--- config.mk ---
export PLATFORM = sky130hd
export DESIGN_NAME = cflog_expand
export DESIGN_NICKNAME = d
export VERILOG_FILES = /design/src/rtl/cflog_pkg.sv /design/src/rtl/cflog_out_reg.sv /design/src/rtl/cflog_expand.sv
export SDC_FILE = /design/constraint.sdc
export NUM_CORES = 1
export LEC_CHECK = 0
export BUFFER_PORTS_ARGS = -buffer_cell sky130_fd_sc_hd__buf_2
export CORE_MARGIN = 1
export CORE_UTILIZATION = 40
export DETAILED_ROUTE_END_ITERATION = 8
export PLACE_DENSITY_LB_ADDON = 0.2
export SLEW_MARGIN = 20
export SYNTH_ARGS = -nofsm -noshare
export SYNTH_HDL_FRONTEND = slang
export SYNTH_SLANG_ARGS = --single-unit
--- constraint.sdc ---
create_clock -name clk -period 5.1 [get_ports clk]
set_clock_uncertainty 0.05 [all_clocks]
set_input_delay 0.51 -clock clk [delete_from_list [all_inputs] [get_ports clk]]
set_output_delay 0.51 -clock clk [all_outputs]
set_load 0.03 [all_outputs]
--- src/rtl/cflog_pkg.sv ---
// Shared types and constants for the CF-Log speculation expander.
// Imported by the expander, its output register and the logger FIFO path.
package cflog_pkg;

  localparam logic [15:0] MARKER      = 16'h1111;
  localparam int          ADDR_W      = 16;
  localparam int          CTR_W       = 32;
  localparam int          ENTRY_BYTES = 4;

  localparam logic [ADDR_W-1:0] STRIDE = ADDR_W'(ENTRY_BYTES);

  typedef struct packed {
    logic [15:0] src;
    logic [15:0] dest;
  } cflog_entry_t;

  typedef enum logic [3:0] {
    S_IDLE     = 4'd0,
    S_LOG_RD   = 4'd1,
    S_LOG_WAIT = 4'd2,
    S_CHECK    = 4'd3,
    S_CNT_RD   = 4'd4,
    S_CNT_WAIT = 4'd5,
    S_DIR_RD   = 4'd6,
    S_DIR_WAIT = 4'd7,
    S_BLK_RD   = 4'd8,
    S_BLK_WAIT = 4'd9,
    S_EMIT_LOG = 4'd10,
    S_EMIT_BLK = 4'd11,
    S_DONE     = 4'd12,
    S_ERR      = 4'd13
  } cflog_state_e;

  function automatic logic [ADDR_W-1:0] blk_addr(
    input logic [ADDR_W-1:0] base,
    input logic [7:0]        idx
  );
    return base + ADDR_W'({idx, 2'b00});
  endfunction

endpackage

--- src/rtl/cflog_out_reg.sv ---
// Single-entry valid/ready output register for expanded CF-Log entries.
// Holds its entry until the downstream accepts it.
module cflog_out_reg
  import cflog_pkg::*;
(
  input  logic         clk,
  input  logic         reset,
  input  logic         ld,
  input  cflog_entry_t ld_entry,
  input  logic         ld_spec,
  input  logic         out_ready,
  output logic         out_valid,
  output logic [15:0]  out_src,
  output logic [15:0]  out_dest,
  output logic         out_spec,
  output logic         acc
);

  logic         valid_q, valid_d;
  cflog_entry_t ent_q, ent_d;
  logic         spec_q, spec_d;

  assign acc = valid_q & out_ready;

  always_comb begin
    valid_d = valid_q;
    ent_d   = ent_q;
    spec_d  = spec_q;
    if (acc) begin
      valid_d = 1'b0;
    end
    if (ld) begin
      valid_d = 1'b1;
      ent_d   = ld_entry;
      spec_d  = ld_spec;
    end
  end

  always_ff @(posedge clk or negedge reset) begin
    if (!reset) begin
      valid_q <= 1'b0;
      ent_q   <= '0;
      spec_q  <= 1'b0;
    end else begin
      valid_q <= valid_d;
      ent_q   <= ent_d;
      spec_q  <= spec_d;
    end
  end

  assign out_valid = valid_q;
  assign out_src   = ent_q.src;
  assign out_dest  = ent_q.dest;
  assign out_spec  = spec_q;

endmodule

--- src/rtl/cflog_expand.sv ---
// Walks a compressed CF-Log and re-expands speculation markers into
// the full entry sequence of the referenced block.
module cflog_expand
  import cflog_pkg::*;
(
  input  logic              clk,
  input  logic              reset,
  input  logic              start,
  input  logic [ADDR_W-1:0] log_base,
  input  logic [ADDR_W-1:0] log_end,
  output logic              log_rd_en,
  output logic [ADDR_W-1:0] log_rd_addr,
  input  logic [31:0]       log_rd_data,
  output logic              dir_rd_en,
  output logic [7:0]        dir_rd_id,
  input  logic              dir_rd_hit,
  input  logic [ADDR_W-1:0] dir_rd_base,
  input  logic [7:0]        dir_rd_len,
  output logic              blk_rd_en,
  output logic [ADDR_W-1:0] blk_rd_addr,
  input  logic [31:0]       blk_rd_data,
  output logic              out_valid,
  output logic [15:0]       out_src,
  output logic [15:0]       out_dest,
  output logic              out_spec,
  input  logic              out_ready,
  output logic              busy,
  output logic              done,
  output logic              error,
  output logic [ADDR_W-1:0] err_addr,
  output logic [15:0]       entries_out
);

  cflog_state_e      state_q, state_d;
  logic [ADDR_W-1:0] ptr_q, ptr_d;
  logic [ADDR_W-1:0] end_q, end_d;
  logic [ADDR_W-1:0] mptr_q, mptr_d;
  logic [7:0]        id_q, id_d;
  logic [CTR_W-1:0]  reps_q, reps_d;
  logic [ADDR_W-1:0] base_q, base_d;
  logic [7:0]        len_q, len_d;
  logic [7:0]        idx_q, idx_d;
  cflog_entry_t      word_q, word_d;
  logic              error_q, error_d;
  logic [ADDR_W-1:0] eaddr_q, eaddr_d;
  logic [15:0]       cnt_q, cnt_d;

  logic              ld;
  cflog_entry_t      ld_e;
  logic              ld_spec;
  logic              acc;
  logic [ADDR_W-1:0] ptr_nx;
  cflog_entry_t      cw;
  logic              more_idx;

  assign ptr_nx   = ptr_q + STRIDE;
  assign cw       = log_rd_data;
  assign more_idx = ({1'b0, idx_q} + 9'd1) < {1'b0, len_q};

  always_comb begin
    state_d = state_q;
    ptr_d   = ptr_q;
    end_d   = end_q;
    mptr_d  = mptr_q;
    id_d    = id_q;
    reps_d  = reps_q;
    base_d  = base_q;
    len_d   = len_q;
    idx_d   = idx_q;
    word_d  = word_q;
    error_d = error_q;
    eaddr_d = eaddr_q;
    cnt_d   = cnt_q;
    ld      = 1'b0;
    ld_e    = word_q;
    ld_spec = 1'b0;

    unique case (state_q)
      S_IDLE: begin
        if (start) begin
          ptr_d   = log_base;
          end_d   = log_end;
          error_d = 1'b0;
          eaddr_d = '0;
          cnt_d   = '0;
          state_d = (log_base >= log_end) ? S_DONE : S_LOG_RD;
        end
      end
      S_LOG_RD: state_d = S_LOG_WAIT;
      S_LOG_WAIT: begin
        word_d  = log_rd_data;
        state_d = S_CHECK;
      end
      S_CHECK: begin
        if (word_q.src != MARKER) begin
          ld      = 1'b1;
          ld_e    = word_q;
          state_d = S_EMIT_LOG;
        end else begin
          id_d   = word_q.dest[7:0];
          mptr_d = ptr_q;
          ptr_d  = ptr_nx;
          if (ptr_nx < end_q) begin
            state_d = S_CNT_RD;
          end else begin
            reps_d  = CTR_W'(1);
            state_d = S_DIR_RD;
          end
        end
      end
      S_CNT_RD: state_d = S_CNT_WAIT;
      S_CNT_WAIT: begin
        // A non-zero src means no count word; leave it for the log walk.
        if (cw.src == 16'h0000) begin
          if (cw == '0) begin
            error_d = 1'b1;
            eaddr_d = ptr_q;
            state_d = S_ERR;
          end else begin
            reps_d  = cw;
            ptr_d   = ptr_nx;
            state_d = S_DIR_RD;
          end
        end else begin
          reps_d  = CTR_W'(1);
          state_d = S_DIR_RD;
        end
      end
      S_DIR_RD: state_d = S_DIR_WAIT;
      S_DIR_WAIT: begin
        if (!dir_rd_hit || dir_rd_len == 8'd0) begin
          error_d = 1'b1;
          eaddr_d = mptr_q;
          state_d = S_ERR;
        end else begin
          base_d  = dir_rd_base;
          len_d   = dir_rd_len;
          idx_d   = 8'd0;
          state_d = S_BLK_RD;
        end
      end
      S_BLK_RD: state_d = S_BLK_WAIT;
      S_BLK_WAIT: begin
        ld      = 1'b1;
        ld_e    = blk_rd_data;
        ld_spec = 1'b1;
        state_d = S_EMIT_BLK;
      end
      S_EMIT_LOG: begin
        if (acc) begin
          ptr_d   = ptr_nx;
          state_d = (ptr_nx >= end_q) ? S_DONE : S_LOG_RD;
        end
      end
      S_EMIT_BLK: begin
        if (acc) begin
          if (more_idx) begin
            idx_d   = idx_q + 8'd1;
            state_d = S_BLK_RD;
          end else if (reps_q > CTR_W'(1)) begin
            reps_d  = reps_q - CTR_W'(1);
            idx_d   = 8'd0;
            state_d = S_BLK_RD;
          end else begin
            state_d = (ptr_q >= end_q) ? S_DONE : S_LOG_RD;
          end
        end
      end
      S_DONE:  state_d = S_IDLE;
      S_ERR:   state_d = S_IDLE;
      default: state_d = S_IDLE;
    endcase

    if (acc) begin
      cnt_d = cnt_q + 16'd1;
    end
  end

  always_ff @(posedge clk or negedge reset) begin
    if (!reset) begin
      state_q <= S_IDLE;
      ptr_q   <= '0;
      end_q   <= '0;
      mptr_q  <= '0;
      id_q    <= '0;
      reps_q  <= '0;
      base_q  <= '0;
      len_q   <= '0;
      idx_q   <= '0;
      word_q  <= '0;
      error_q <= 1'b0;
      eaddr_q <= '0;
      cnt_q   <= '0;
    end else begin
      state_q <= state_d;
      ptr_q   <= ptr_d;
      end_q   <= end_d;
      mptr_q  <= mptr_d;
      id_q    <= id_d;
      reps_q  <= reps_d;
      base_q  <= base_d;
      len_q   <= len_d;
      idx_q   <= idx_d;
      word_q  <= word_d;
      error_q <= error_d;
      eaddr_q <= eaddr_d;
      cnt_q   <= cnt_d;
    end
  end

  cflog_out_reg u_out (
    .clk       (clk),
    .reset     (reset),
    .ld        (ld),
    .ld_entry  (ld_e),
    .ld_spec   (ld_spec),
    .out_ready (out_ready),
    .out_valid (out_valid),
    .out_src   (out_src),
    .out_dest  (out_dest),
    .out_spec  (out_spec),
    .acc       (acc)
  );

  // Addresses are gated so reset drives every memory port to zero.
  assign log_rd_en   = (state_q == S_LOG_RD) || (state_q == S_CNT_RD);
  assign log_rd_addr = log_rd_en ? ptr_q : '0;
  assign dir_rd_en   = (state_q == S_DIR_RD);
  assign dir_rd_id   = dir_rd_en ? id_q : '0;
  assign blk_rd_en   = (state_q == S_BLK_RD);
  assign blk_rd_addr = blk_rd_en ? blk_addr(base_q, idx_q) : '0;

  assign busy        = (state_q != S_IDLE) && (state_q != S_DONE) &&
                       (state_q != S_ERR);
  assign done        = (state_q == S_DONE);
  assign error       = error_q;
  assign err_addr    = eaddr_q;
  assign entries_out = cnt_q;

endmodule

==> results of run 1 <==
## state kept, by name (all words and copies together) (netlist names), 8 cells and up
| register | cells |
|---|---|
| len_q | 8 |
| u_out.out_dest | 16 |
| reps_q | 32 |
| mptr_q | 16 |
| base_q | 16 |
| entries_out | 16 |
| ptr_q | 16 |
| idx_q | 8 |
| id_q | 8 |
| word_q | 32 |
| u_out.out_src | 16 |
| err_addr | 16 |
| end_q | 16 |
## synth_stat cells (all sizes together) (5+ instances only)
| master | number | area share [%] |
|---|---|---|
| nor4b | 5 | 0.35 |
| xnor2 | 16 | 1.1 |
| a21o | 11 | 0.67 |
| clkbuf | 48 | 1.5 |
| and4 | 5 | 0.35 |
| nand2b | 9 | 0.45 |
| nor2b | 5 | 0.25 |
| buf | 18 | 0.78 |
| o22ai | 9 | 0.45 |
| and3 | 10 | 0.51 |
| nand3 | 36 | 1.5 |
| mux2i | 8 | 0.65 |
| a22oi | 56 | 3.4 |
| inv | 64 | 1.9 |
| a21oi | 69 | 2.8 |
| a211oi | 5 | 0.30 |
| mux2 | 79 | 7.2 |
| o21ai | 138 | 5.6 |
| nor3 | 31 | 1.3 |
| nor2 | 92 | 2.8 |
| xor2 | 11 | 0.78 |
| or2 | 5 | 0.25 |
| and2 | 27 | 1.4 |
| or3 | 8 | 0.40 |
| nand2 | 167 | 5.1 |
| nand4 | 14 | 0.71 |
| o31ai | 6 | 0.36 |
| nor4 | 28 | 1.6 |
| ha | 66 | 6.7 |
| a31oi | 9 | 0.45 |
| dfrtp | 223 | 45 |
## area by class of cell
cell class,count,area [um^2]
fillers,2939,15700
multi-input cells,972,6330
flip-flops and latches,223,5580
repair buffers,254,1340
clock buffers,37,753
well taps,396,495
inverters,64,240
clock inverters,10,110
diodes,1,2.50
## power groups by stage
stage / Combinational [W] / Clock [W] / Sequential [W]
5_1_grt: 0.00415 / 0.00199 / 0.00297
4_1_cts: 0.00371 / 0.00192 / 0.00288
3_3_place_gp: 0.00363 / 0 / 0.00289
6_report: 0.00370 / 0.00188 / 0.00289
3_5_place_dp: 0.00370 / 0 / 0.00290
2_1_floorplan: 0.00251 / 0 / 0.00299
## cells in the final DEF (no fill, tap or decap), types with 4 or more instances in the layout
master,count
buf_2,235
dfrtp_1,223
nand2_1,167
nor2_1,89
o21ai_0,79
mux2_2,79
a21oi_1,68
ha_1,66
inv_1,63
o21ai_1,59
a22oi_1,56
nand3_1,35
nor3_1,29
and2_1,27
clkbuf_16,27
nor4_1,26
buf_4,17
xnor2_1,16
nand4_1,14
xor2_1,11
a21o_1,11
and3_1,10
nand2b_1,9
a31oi_1,9
o22ai_1,9
or3_1,8
mux2i_1,8
o31ai_1,6
clkbuf_1,6
nor2b_1,5
nor4b_1,5
and4_1,5
a211oi_1,5
clkinv_2,5
a221oi_1,4
o22a_1,4
o41ai_1,4
clkbuf_8,4
## routing by layer
layer	global-route usage (%)	part of all wire (%)	vias up
met5	0	0.098	-
met1	29.1	44	5141
met2	35.4	46	318
met4	5.48	2.4	6
met3	5.38	7.5	63
li1	-	-	5176
## final timing paths
check | slack, ns | startpoint | cells past startpoint | end
worst max register to register | 0.46 | ptr_q[2] | 14 | reps_q[31]
worst min-delay path | -0.001 | reset | 1 | len_q[4]
worst max-delay path | 0.46 | ptr_q[2] | 14 | reps_q[31]
min in group clk | 0.13 | blk_rd_data[14] | 3 | u_out.out_dest[14]
max in group asynchronous | 3.85 | reset | 2 | word_q[19]
worst min register to register | 0.42 | u_out.out_src[0] | 2 | u_out.out_src[0]
## worst register-to-register path, cell delays in order (launching register included)
cell and delay [ns]:
dfrtp_1 0.48, ha_1 0.26, nand3_1 0.17, or3_1 0.42
or2_1 0.34, nor3_1 0.23, xor2_1 0.23, ha_1 0.30
and4_1 0.21, a221oi_1 0.58, a21oi_1 0.27, o311ai_4 0.27
buf_4 0.45, o21ai_1 0.18, o41ai_1 0.09
## kinds of logic after synthesis
logic type      count (synthesis)
xor+xnor                       27
simple gates                  451
mux                            87
compound gates                340
flops                         223
fa+ha+maj                      67
buf+inv                       130
## through the flow
| stage | instance area, um^2 | instances | total power (W) | util, % |
|---|---|---|---|---|
| after CTS | 14800 | 1956 | 0.00852 | 48.6 |
| after global routing | 14800 | 1957 | 0.00911 | 48.7 |
| after global placement | 14000 | 1909 | 0.00652 | 45.8 |
| after floorplan | 12400 | 1325 | 0.00550 | - |
| final | 14800 | 1957 | 0.00846 | 48.7 |
| after detailed placement | 14000 | 1909 | 0.00660 | 45.8 |
==> impl_results.md, run 1 <==
- Routed len/inst: 17.7 um
- Worst Max-Slew Pin Slew: 1.04 ns
- Layout Nets: 1,733
- Post-CTS Resized: 0
- Share of power burned in registers: 34.1%
- CP top delay family: simple AND/OR/NAND/NOR gates
- Hold Vio Cnt, Final: 6
- Pwr Density: 570 nW/um^2
- Synth Area in Compound Gates: 16.7%
- Fmax: 0.215 GHz
- Clk_lat worst skew: 0.54 ns
- Worst path most repeated cell: ha_1
- Cells after Synth: 1,325
- RSZ-0062 raised after global routing: no
- Peak supply drop: 0.370 mV
- Simple-Gate Fraction of Synth Area: 17.5%
- Starting DRT DRC Count: 819
- Routed WL: 34.6 mm
- Minimum clock period: 4.64 ns
- DP Wirelength: 25.0 mm
- Cell Rows: 64
- Hold_buf cts: 0
- Vias in the first global route: 10,400
- Worst Hold Class: in2async
- Die Wd: 178 um
- Mux cell area share after synthesis: 7.83%
- Post-Synth XOR/XNOR Area: 1.91%
- Mapped cell area: 12,400 um^2
- Register bit count reported by yosys: 223
- Leakage: 7.21 nW
- Sw Share: 42.9%
- Overflow after GRT: 0
- Slowest cell delay on critical path: 0.58 ns
- Fin worst setup slack: 0.456 ns
- Status: finished with violations
- CTS Sinks: 223
- Endpoints failing setup: 0
- Gpl congestion: 0.861
- Clock buffer depth: 3
- Max-cap viol count: 0
- Post-route ant nets: 0
- Hold slack: -0.00132 ns
- Critical path's slowest cell: a221oi_1
- First-pass GRT wire length: 55.3 mm
- Pre-CTS setup slack: 0.526 ns
- All-Layer GR Usage: 21.9%
- CP Capture Type: flip-flop
- TritonCTS clock tree: done
- Seq/Total Area, Yosys: 45.1%
- Post-route clock period utilization: 91.1%
- Via/cell ratio: 5.47
- Gate power share: 43.7%
- Top FF cell, synth: dfrtp_1
- Initial Util: 40.6%
- DR vias: 10,700
- Layout cells sized above 1: 25.1%
- CP Class: reg2reg
- CTS Buf Count: 26
- Post-synth EDFFs: 0
- Reg clk slew, reported paths: 0.06 ns
- WP data required: 5.46 ns
- Synth warn: 0
- Core area: 30,500 um^2
- Startpoint Class: flip-flop
- Largest net degree at the start of global routing: 116
- Worst Path Arrival: 5.01 ns
- H-Tree Level Count: 1
- Setup TNS Final: 0 ns
- Die area: 31,700 um^2
- Boundary Pins: 237
- DR DRC count: 0
- Worst Path Buf+Inv: 1
- Initial antenna violation count: 4
- DIE HEIGHT: 178 um
- Max-slew headroom: 30.7%
- Crit-path max FO: 48
- Post-synth ARST share: 100%
- Internal power: 0.00483 W
- Adder-cell share of the synthesized area: 6.83%
- Root buffer cell: clkbuf_16
- Critical path cell sequence: ha_1 > nand3_1 > or3_1 > or2_1 > nor3_1 > xor2_1 > ha_1 > and4_1 > a221oi_1 > a21oi_1 > o311ai_4 > buf_4 > o21ai_1 > o41ai_1
- Largest family of logic cells by synthesized area: simple AND/OR/NAND/NOR gates
- Synth unique cells: 66
- Port bufs: 236
- Psw: 0.00363 W
- Post-CTS Setup Repair Bufs: 0
- Failing checks: hold timing
- Clk pwr share: 22.2%
- Drt first pass iters: 8
- Synthesized area per cell: 9.34 um^2
- Post-Syn Nets: 1,517
- Slew Viols, Final: 0
- Area Overhead vs Synth: 19.9%
Power figures use the tool's default switching activity.
==> run 2, diff against run 1 <==
clock period = 4.8 ns   (was 5.1 ns; I/O delays follow)
==> run 2 against run 1 <==
  * The flow now finishes without violations
  * Non-clock buffer count is 2 higher
  * Die area stayed put
  * Flip-flop and latch count stayed put
  * Hold slack better by 0.080 ns
  * Final area is 0.48% higher
  * First-iteration DRC count is 17% lower
  * Setup slack worse by 0.10 ns
  * Cell count is 0.15% higher
==> impl_results.md, run 2 (same netlist as run 1, synthesis figures left out) <==
- Ant. Diodes: 0 (-1)
- All-Layer GR Usage: 21.7% (-0.19 points)
- Status: complete, no violations
- Hold path depth: 3
- Die area: 31,700 um^2 (unchanged)
- DIE HEIGHT: 178 um (unchanged)
- Cell Rows: 64 (unchanged)
- Most frequent cells in the layout: buf_2 (235), dfrtp_1 (223), nand2_1 (167)
- CTS Sinks: 223 (unchanged)
- Slowest cell delay on critical path: 0.55 ns (-0.03 ns)
- CP top delay family: simple AND/OR/NAND/NOR gates
- Critical path's slowest cell: a221oi_1
- R2R Setup Slk: 0.35 ns (-0.10 ns)
- Port bufs: 236 (unchanged)
- DR DRC count: 0 (unchanged)
- Peak supply drop: 0.385 mV (+4.1%)
- Post-CTS Resized: 0 (unchanged)
- Worst Path Buf+Inv: 1 (unchanged)
- Hold Path Sink: u_out.out_src[15]
- Core area: 30,500 um^2 (unchanged)
- CP Capture Type: flip-flop
- Fmax: 0.225 GHz (+4.4%)
- Max-cap viol count: 0 (unchanged)
- Overflow after GRT: 0 (unchanged)
- Routed len/inst: 17.7 um (+0.41%)
- Crit Reg-Reg Endpoint: reps_q[1]
- Layout cells sized above 1: 25.4% (+0.32 points)
- Pwr Density: 610 nW/um^2 (+7.0%)
- Area Overhead vs Synth: 20.5%
- Gpl congestion: 0.865 (+0.48%)
- Layout Utilization: 48.9% (+0.23 points)
- Hold wc startpoint: blk_rd_data[31]
- Die Wd: 178 um (unchanged)
- H-Tree Level Count: 1 (unchanged)
- Worst Path Arrival: 4.88 ns (-0.13 ns)
- WP data required: 5.23 ns (-0.23 ns)
- Hold Vio Cnt, Final: 0 (-6)
- CP Class: reg2reg
- Leakage: 7.26 nW (+0.66%)
- Path depth of the worst reg2reg path: 14 (unchanged)
- Crit-path max FO: 48 (unchanged)
- Critical path cell sequence: ha_1 > nand3_1 > or3_1 > or2_1 > nor3_1 > xor2_1 > ha_1 > and4_1 > a221oi_1 > a21oi_1 > o311ai_4 > buf_12 > a211oi_1 > a21oi_1
- Drt first pass iters: 5 (-3)
- Boundary Pins: 237 (unchanged)
- Layout Nets: 1,736 (+0.17%)
- DR vias: 10,700 (+0.21%)
- Post-route clock period utilization: 92.7% (+1.6 points)
- Most common cell after layout, fill and taps aside: buf_2
- Slew Viols, Final: 0 (unchanged)
- Clock buffer depth: 3 (unchanged)
- Root buffer cell: clkbuf_16
- Endpoints failing setup: 0 (unchanged)
- Largest net degree at the start of global routing: 117 (+0.86%)
- CTS Buf Count: 27 (+3.8%)
- Initial antenna violation count: 3 (-1)
- Worst Hold Class: in2reg
- CP Depth: 14 (unchanged)
- Setup TNS Final: 0 ns (unchanged)
- RSZ-0062 raised after global routing: no
- R2R Path Start: ptr_q[2]
- Max-slew headroom: 31.2% (+0.49 points)
- Initial Util: 40.6% (unchanged)
- Routed WL: 34.8 mm (+0.56%)
- DP Wirelength: 25.0 mm (about the same)
- First-pass GRT wire length: 54.4 mm (-1.7%)
- Clk_lat worst skew: 0.55 ns (about the same)
- Minimum clock period: 4.45 ns (-0.196 ns)
- Startpoint Class: flip-flop
- Vias in the first global route: 10,000 (-3.1%)
- TritonCTS clock tree: done
- Worst Max-Slew Pin Slew: 1.03 ns (-0.00737 ns)
- Via/cell ratio: 5.47 (about the same)
- Biggest regs: reps_q (32), word_q (32)
- Starting DRT DRC Count: 679 (-17%)
- Post-route ant nets: 0 (unchanged)
- Reg clk slew, reported paths: 0.06 ns (about the same)
==> run 2: repair_timing <==
action | 4_1_cts | 5_1_grt
setup buffers | 0 | 0
hold endpoints to repair | 1 | 0
hold buffers | 1 | 0
==> run 2: final cells by class <==
type / instances / area, um^2
Clock buffer: 37 / 783
Clock inverter: 12 / 129
Fill cell: 2917 / 15600
Inverter: 64 / 240
Multi-Input combinational cell: 972 / 6320
Sequential cell: 223 / 5580
Tap cell: 396 / 495
Timing Repair Buffer: 256 / 1370
==> run 2: layer usage <==
metal	vias to the layer above	track usage [%]	share of wire [%]
li1	5195	-	-
met1	5132	29.4	44
met2	331	34.6	46
met3	62	4.65	7.2
met4	6	6.05	2.5
met5	-	0	0.092
==> run 2: how the worst max path moves through the flow <==
stage	start	endpoint
after floorplan	ptr_q[2]	reps_q[20]
after global placement	ptr_q[2]	reps_q[1]
after detailed placement	ptr_q[2]	reps_q[1]
after CTS	ptr_q[2]	reps_q[1]
after global routing	ptr_q[2]	reps_q[1]
final	ptr_q[2]	reps_q[1]
==> run 2: power breakdown <==
part           switching (W)  leakage (nW)  internal (W)
combinational        0.00247          3.91       0.00146
clock               0.000847         0.460       0.00125
sequential          0.000593          2.89       0.00248
total                0.00391          7.26       0.00519
==> run 2: stage by stage <==
stage	area (um^2)	hold slack (ns)	instances	worst slack (ns)	total power (W)
global route	14900	0.0732	1960	0.0739	0.00978
floorplan	12400	0.134	1325	1.02	0.00585
global placement	14000	0.406	1910	0.570	0.00694
CTS	14900	0.0583	1960	0.436	0.00917
detailed placement	14000	0.407	1910	0.442	0.00702
finish	14900	0.0791	1960	0.352	0.00910
==> run 2: tightest hold or removal path: stages <==
cell     delay (ns)
buf_2          0.08
nand2_1        0.03
o21ai_0        0.05
